<file path="config.mk">
export PLATFORM = sky130hd
export DESIGN_NAME = reservation_station
export DESIGN_NICKNAME = d
export VERILOG_FILES = /design/src/rtl/reservation_station.sv
export SDC_FILE = /design/constraint.sdc
export NUM_CORES = 2
export LEC_CHECK = 0
export CAP_MARGIN = 20
export CORE_MARGIN = 4
export CORE_UTILIZATION = 60
export CTS_CLUSTER_SIZE = 12
export DETAILED_ROUTE_END_ITERATION = 6
export HOLD_SLACK_MARGIN = 0.02
export PLACE_DENSITY = 0.83
export SYNTH_ARGS = -nofsm -noshare
export SYNTH_HDL_FRONTEND = slang
export SYNTH_SLANG_ARGS = --single-unit
</file>
<file path="constraint.sdc">
create_clock -name clk -period 6 [get_ports clk]
set_input_delay 1.5 -clock clk [delete_from_list [all_inputs] [get_ports clk]]
set_output_delay 1.5 -clock clk [all_outputs]
set_load 0.03 [all_outputs]
</file>
<file path="src/rtl/reservation_station.sv">
// reservation_station: 8-entry integer/branch station holding renamed ops until both operands are valid,
// capturing CDB/LDB broadcasts and issuing the lowest-index ready entry to the ALU each cycle.
module reservation_station #(
   parameter int RS_BIT  = 3,
   parameter int OP_W    = 6,
   parameter int DAT_W   = 32,
   parameter int ROB_BIT = 4
) (
   input  logic               clk,
   input  logic               rst,
   input  logic               en,
   input  logic               br_flag,
   input  logic               rf_en_i,
   input  logic               rf_ic_i,
   input  logic [OP_W-1:0]    rf_op_i,
   input  logic [DAT_W-1:0]   rf_imm_i,
   input  logic [ROB_BIT-1:0] rf_qj_i,
   input  logic [ROB_BIT-1:0] rf_qk_i,
   input  logic [DAT_W-1:0]   rf_vj_i,
   input  logic [DAT_W-1:0]   rf_vk_i,
   input  logic [ROB_BIT-1:0] rf_qd_i,
   input  logic [DAT_W-1:0]   rf_pc_i,
   input  logic               cdb_en_i,
   input  logic [ROB_BIT-1:0] cdb_q_i,
   input  logic [DAT_W-1:0]   cdb_v_i,
   input  logic               ldb_en_i,
   input  logic [ROB_BIT-1:0] ldb_q_i,
   input  logic [DAT_W-1:0]   ldb_v_i,
   output logic               full_o,
   output logic               alu_en_o,
   output logic               alu_ic_o,
   output logic [OP_W-1:0]    alu_op_o,
   output logic [DAT_W-1:0]   alu_vj_o,
   output logic [DAT_W-1:0]   alu_vk_o,
   output logic [DAT_W-1:0]   alu_imm_o,
   output logic [DAT_W-1:0]   alu_pc_o,
   output logic [ROB_BIT-1:0] alu_qd_o
);
   localparam int RS = 1 << RS_BIT;
   logic [RS-1:0]      busy, ic;
   logic [OP_W-1:0]    op  [RS];
   logic [DAT_W-1:0]   imm [RS];
   logic [ROB_BIT-1:0] qj  [RS];
   logic [ROB_BIT-1:0] qk  [RS];
   logic [DAT_W-1:0]   vj  [RS];
   logic [DAT_W-1:0]   vk  [RS];
   logic [ROB_BIT-1:0] qd  [RS];
   logic [DAT_W-1:0]   pc  [RS];
   logic [RS_BIT-1:0]  free_idx, rdy_idx;
   logic [RS_BIT:0]    free_cnt;
   logic               has_free, has_rdy;
   logic               cj, lj, ck, lk;
   logic [ROB_BIT-1:0] cap_qj, cap_qk;
   logic [DAT_W-1:0]   cap_vj, cap_vk;

   always_comb begin
      free_cnt = '0;
      free_idx = '0;
      rdy_idx  = '0;
      has_free = 1'b0;
      has_rdy  = 1'b0;
      for (int i = RS - 1; i >= 0; i--) begin
         if (!busy[i]) begin
            free_idx = i[RS_BIT-1:0];
            has_free = 1'b1;
            free_cnt = free_cnt + (RS_BIT+1)'(1);
         end
         if (busy[i] && qj[i] == '0 && qk[i] == '0) begin
            rdy_idx = i[RS_BIT-1:0];
            has_rdy = 1'b1;
         end
      end
   end

   // same-cycle capture for the incoming instruction; LDB takes precedence
   assign cj     = cdb_en_i && rf_qj_i != '0 && cdb_q_i == rf_qj_i;
   assign lj     = ldb_en_i && rf_qj_i != '0 && ldb_q_i == rf_qj_i;
   assign ck     = cdb_en_i && rf_qk_i != '0 && cdb_q_i == rf_qk_i;
   assign lk     = ldb_en_i && rf_qk_i != '0 && ldb_q_i == rf_qk_i;
   assign cap_qj = (cj || lj) ? '0 : rf_qj_i;
   assign cap_qk = (ck || lk) ? '0 : rf_qk_i;
   assign cap_vj = lj ? ldb_v_i : cj ? cdb_v_i : rf_vj_i;
   assign cap_vk = lk ? ldb_v_i : ck ? cdb_v_i : rf_vk_i;
   assign full_o = free_cnt < (RS_BIT+1)'(2);

   always_ff @(posedge clk) begin
      if (rst || br_flag) begin
         busy      <= '0;
         alu_en_o  <= 1'b0;
         alu_ic_o  <= 1'b0;
         alu_op_o  <= '0;
         alu_vj_o  <= '0;
         alu_vk_o  <= '0;
         alu_imm_o <= '0;
         alu_pc_o  <= '0;
         alu_qd_o  <= '0;
      end else if (en) begin
         for (int i = 0; i < RS; i++) begin
            if (busy[i]) begin
               if (cdb_en_i && cdb_q_i != '0 && qj[i] == cdb_q_i) begin
                  qj[i] <= '0;
                  vj[i] <= cdb_v_i;
               end
               if (cdb_en_i && cdb_q_i != '0 && qk[i] == cdb_q_i) begin
                  qk[i] <= '0;
                  vk[i] <= cdb_v_i;
               end
               if (ldb_en_i && ldb_q_i != '0 && qj[i] == ldb_q_i) begin
                  qj[i] <= '0;
                  vj[i] <= ldb_v_i;
               end
               if (ldb_en_i && ldb_q_i != '0 && qk[i] == ldb_q_i) begin
                  qk[i] <= '0;
                  vk[i] <= ldb_v_i;
               end
            end
         end
         alu_en_o <= has_rdy;
         if (has_rdy) begin
            busy[rdy_idx] <= 1'b0;
            alu_ic_o      <= ic[rdy_idx];
            alu_op_o      <= op[rdy_idx];
            alu_vj_o      <= vj[rdy_idx];
            alu_vk_o      <= vk[rdy_idx];
            alu_imm_o     <= imm[rdy_idx];
            alu_pc_o      <= pc[rdy_idx];
            alu_qd_o      <= qd[rdy_idx];
         end
         // the dispatching slot is still busy here, so it is never chosen for reuse
         if (rf_en_i && has_free) begin
            busy[free_idx] <= 1'b1;
            ic[free_idx]   <= rf_ic_i;
            op[free_idx]   <= rf_op_i;
            imm[free_idx]  <= rf_imm_i;
            qj[free_idx]   <= cap_qj;
            qk[free_idx]   <= cap_qk;
            vj[free_idx]   <= cap_vj;
            vk[free_idx]   <= cap_vk;
            qd[free_idx]   <= rf_qd_i;
            pc[free_idx]   <= rf_pc_i;
         end
      end else begin
         alu_en_o <= 1'b0;
      end
   end
endmodule

</file>
==> run summary <==
- **gpl congestion** 0.8920
- **area of the core** 102200 µm²
- **Worst Setup SP** busy[7]$_SDFFE_PN0P_
- **die outline area** 108500 µm²
- **Setup crit end** full_o
- **Sw Share** 0.2178
- **dominant delay contributor by cell family on the critical path** adder cells
- **clock-pin slew reported for the worst setup and hold paths after clock tree synthesis** 0.06 ns
- **synthesized net count** 4956
- **number of buffers inserted by hold repair at cts** 0
- **number of gates on the worst path with buffers counted** 17
- **top cell type's share of synthesized area** 0.5699
- **Cell Int Power** 0.01514 W
- **Hold WC Path Type** flop to flop
- **worst path buffer plus inverter count** 2
- **top area cells in the synthesized netlist** edfxtp_1 (57%), mux2i_1 (11%), dfxtp_1 (4.8%)
- **power density over cell area** 271.0 nW/µm²
- **end of the worst register-to-register path** alu_vk_o[29]$_SDFFE_PN0P_
- **Syn Area/Cell** 13.13 µm²
- **DRC** 7
- **maximum clock frequency** 173.2 MHz
- **worst slew slack as a fraction of its limit** 0.2220
- **maximum number of pins on one net before global-route repair** 130
- **First-pass DRT Iterations** 7
- **final clock period utilization by the worst path** 0.9625
- **vias in the first global route** 44170
- **Synth Warn #** 0
- **transition time of the tightest slew-check pin** 1.167 ns
- **violations in the final reports** design-rule violations
- **switching power** 0.004213 W
- **most frequent standard cell in the layout excluding fill and tap cells** edfxtp_1
- **Cell Rows** 117
- **Port Buffers** 366
- **count of max-cap constraint violations** 0
- **number of placed instances with taps included** 6104
- **flop and latch count out of synthesis** 1324
- **final instance area** 71410 µm²
- **grt peak-use layer** met2
- **cts bufs inserted** 139
- **count of final max-slew check failures** 0
- **TritonCTS clock tree** built
- **die width** 329.4 µm
- **smallest hold slack** 0.4581 ns
- **Post-synth top flop** edfxtp_1
- **element type at the critical path end** output pin
- **type of the worst setup path** flop to output pin
- **path depth of the worst reg2reg path** 8
- **cell-by-cell trace of the critical path** inv_1 -> ha_2 -> xnor2_4 -> xnor2_1 -> mux2i_1 -> ha_1 -> o21a_1 -> xnor2_1 -> o21ai_0 -> ha_1 -> nor2_1 -> a31oi_1 -> ha_1 -> nor2_1 -> nand2_1 -> a21oi_2 -> buf_4
- **R2R Setup Slk** 1.62 ns
- **most frequent cell on the critical path** ha_1
- **top library cells by usage in the layout, fill and taps aside** edfxtp_1 (1176), mux2i_1 (708), nand2_1 (457)
- **Static Leakage** 26.75 nW
- **met2 Use GR** 0.5637
- **worst endpoint required time** 4.50 ns
- **mean routed wirelength per cell** 30.32 µm
- **EDFF count, synth** 1176
- **Overall Global Routing Usage** 0.3492
- **Filler Cell Count** 6856
- **HPWL after detailed placement** 106300 µm
- **critical path launch point type** flop
- **latest clock arrival within the worst-skew pair** 0.76 ns
- **Worst R2R Start** busy[2]$_SDFFE_PN0P_
- **met3 Usage GRT** 0.07540
- **Antenna Nets Post-Route** 0
- **post-synthesis cell type count** 69
- **area of combinational cells with multiple inputs** 21790 µm²
- **initial standard-cell utilization of the core** 0.6065
- **vias per inst** 6.964
- **proportion of power drawn by the clock network** 0.430
- **slowest CP cell** ha_2
- **Storage cell area** 38280 µm²
- **share of the yosys chip area belonging to registers** 0.6177
- **gate count after technology mapping** 4720
- **GR Overflow Total** 0
- **critical path data arrival time** 4.27 ns
- **Cell Count, Final, Fillers Out** 6375
- **Global Route met1 Usage** 0.4465
- **antenna violations before repair** 11
- **share of layout cells above drive strength 1** 0.1243
- **detailed-route wire length** 193300 µm
- **total number of clock tree sinks** 1324
- **Die Y** 329.4 µm
- **Syn Std Cell Area** 61970 µm²
- **worst IR drop on VDD** 0.2952 mV
- **sequential group share of total power** 0.520
- **total power after layout** 0.01935 W
- **highest cell delay on the worst timing path** 0.39 ns
- **worst setup skew after layout** 0.02926 ns
- **maximum fanout along the worst path** 5
- **wire length of the first global-routing pass** 281700 µm
- **Final setup violation count** 0
- **nets@finish** 5117
- **placed instance area** 66950 µm²
- **outcome** finished, violations left
- **logic gate share of total power** 0.050
- **ys async rst share** 0
- **layout overhead on the synthesized area** 15.23%
- **Max Buffers Root-to-Sink** 3
- **initial detailed-routing violation count** 7492
- **min Tclk post-route** 5.775 ns
- **# H-tree levels** 4
- **Top Ports** 367
- **master cell of the clock root buffer** clkbuf_16
- **via count of the routed design** 44400
- **endpoints failing hold** 0
- **library cell with the largest summed area after synthesis** edfxtp_1
==> worst min-delay path by stage <==
stage | from | endpoint | cells past startpoint
floorplan | vk[6][16]$_DFFE_PP_ | alu_vk_o[16]$_SDFFE_PN0P_ | 2
CTS | alu_vk_o[1]$_SDFFE_PN0P_ | alu_vk_o[1]$_SDFFE_PN0P_ | 1
finish | alu_op_o[3]$_SDFFE_PN0P_ | alu_op_o[3]$_SDFFE_PN0P_ | 1
global route | alu_vk_o[1]$_SDFFE_PN0P_ | alu_vk_o[1]$_SDFFE_PN0P_ | 1
detailed placement | alu_imm_o[23]$_SDFFE_PN0P_ | alu_imm_o[23]$_SDFFE_PN0P_ | 1
global placement | alu_imm_o[30]$_SDFFE_PN0P_ | alu_imm_o[30]$_SDFFE_PN0P_ | 1
==> cell families (layout without fill, tap and decap cells) <==
logic type / Yosys count / in the layout / synth area share
multiplexers: 900 / 900 / 0.1492
adder cells (fa/ha/maj): 10 / 10 / 0.002019
buffers and inverters: 511 / 787 / 0.03568
other: 0 / 11 / 0
AND/OR/NAND/NOR: 773 / 773 / 0.05213
XOR/XNOR: 156 / 156 / 0.02229
flip-flops: 1324 / 1324 / 0.6177
AO/OA/AOI/OAI: 1046 / 1046 / 0.1210
==> layer usage <==
layer	vias to the layer above	wire length [µm]
li1	18540	-
met1	21800	67610
met2	3387	90720
met3	668	24130
met4	4	10790
met5	-	34
==> through the flow <==
| step | worst slack, ns | utilization | setup TNS (ns) |
|---|---|---|---|
| after CTS | 0.07489 | 0.6982 | 0 |
| after global routing | -0.02030 | 0.6987 | -0.02030 |
| after detailed placement | 0.2826 | 0.6552 | 0 |
| after floorplan | 0.6792 | - | 0 |
| final | 0.2250 | 0.6988 | 0 |
| after global placement | 0.3785 | 0.6552 | 0 |
==> registers in the layout, indices dropped and copies added, names as in the netlist, 48 cells and up <==
signal	cells
pc	256
op	48
imm	256
vj	256
vk	256
==> synthesized netlist by cell type, drive strengths merged (13+ instances only) <==
cell	n
nor2	199
a22oi	49
xnor2	59
edfxtp	1176
buf	244
mux2i	708
o21ai	211
nand2	469
nor4	30
a211o	107
dfxtp	148
a21oi	302
mux2	192
inv	23
a21bo	16
a31o	13
nand4	16
a211oi	18
a22o	28
clkbuf	244
a222oi	236
xor2	97
==> power by group through the flow <==
stage / sequential (W) / combinational [W] / clock [W]
floorplan: 0.0103 / 0.000539 / 0
global route: 0.0101 / 0.00104 / 0.00876
global placement: 0.0103 / 0.000909 / 0
finish: 0.0101 / 0.000966 / 0.00832
CTS: 0.0101 / 0.000948 / 0.00835
detailed placement: 0.0103 / 0.000939 / 0
==> area by class of cell <==
cell class                 count  area share
inverter                      23    0.001454
sequential                  1324      0.5361
multi-input combinational   2885      0.3051
antenna                       11   0.0003855
clock inverter                40    0.007167
clock buffer                 216     0.05404
tap                         1368     0.02397
timing repair buffer         508     0.07181
==> timing repair <==
action	CTS	global route
pin swaps	2	1
setup buffers	2	2
setup endpoints to repair	1	1
gates resized for setup	7	8
Note: power is estimated with default switching activity, not from simulation.
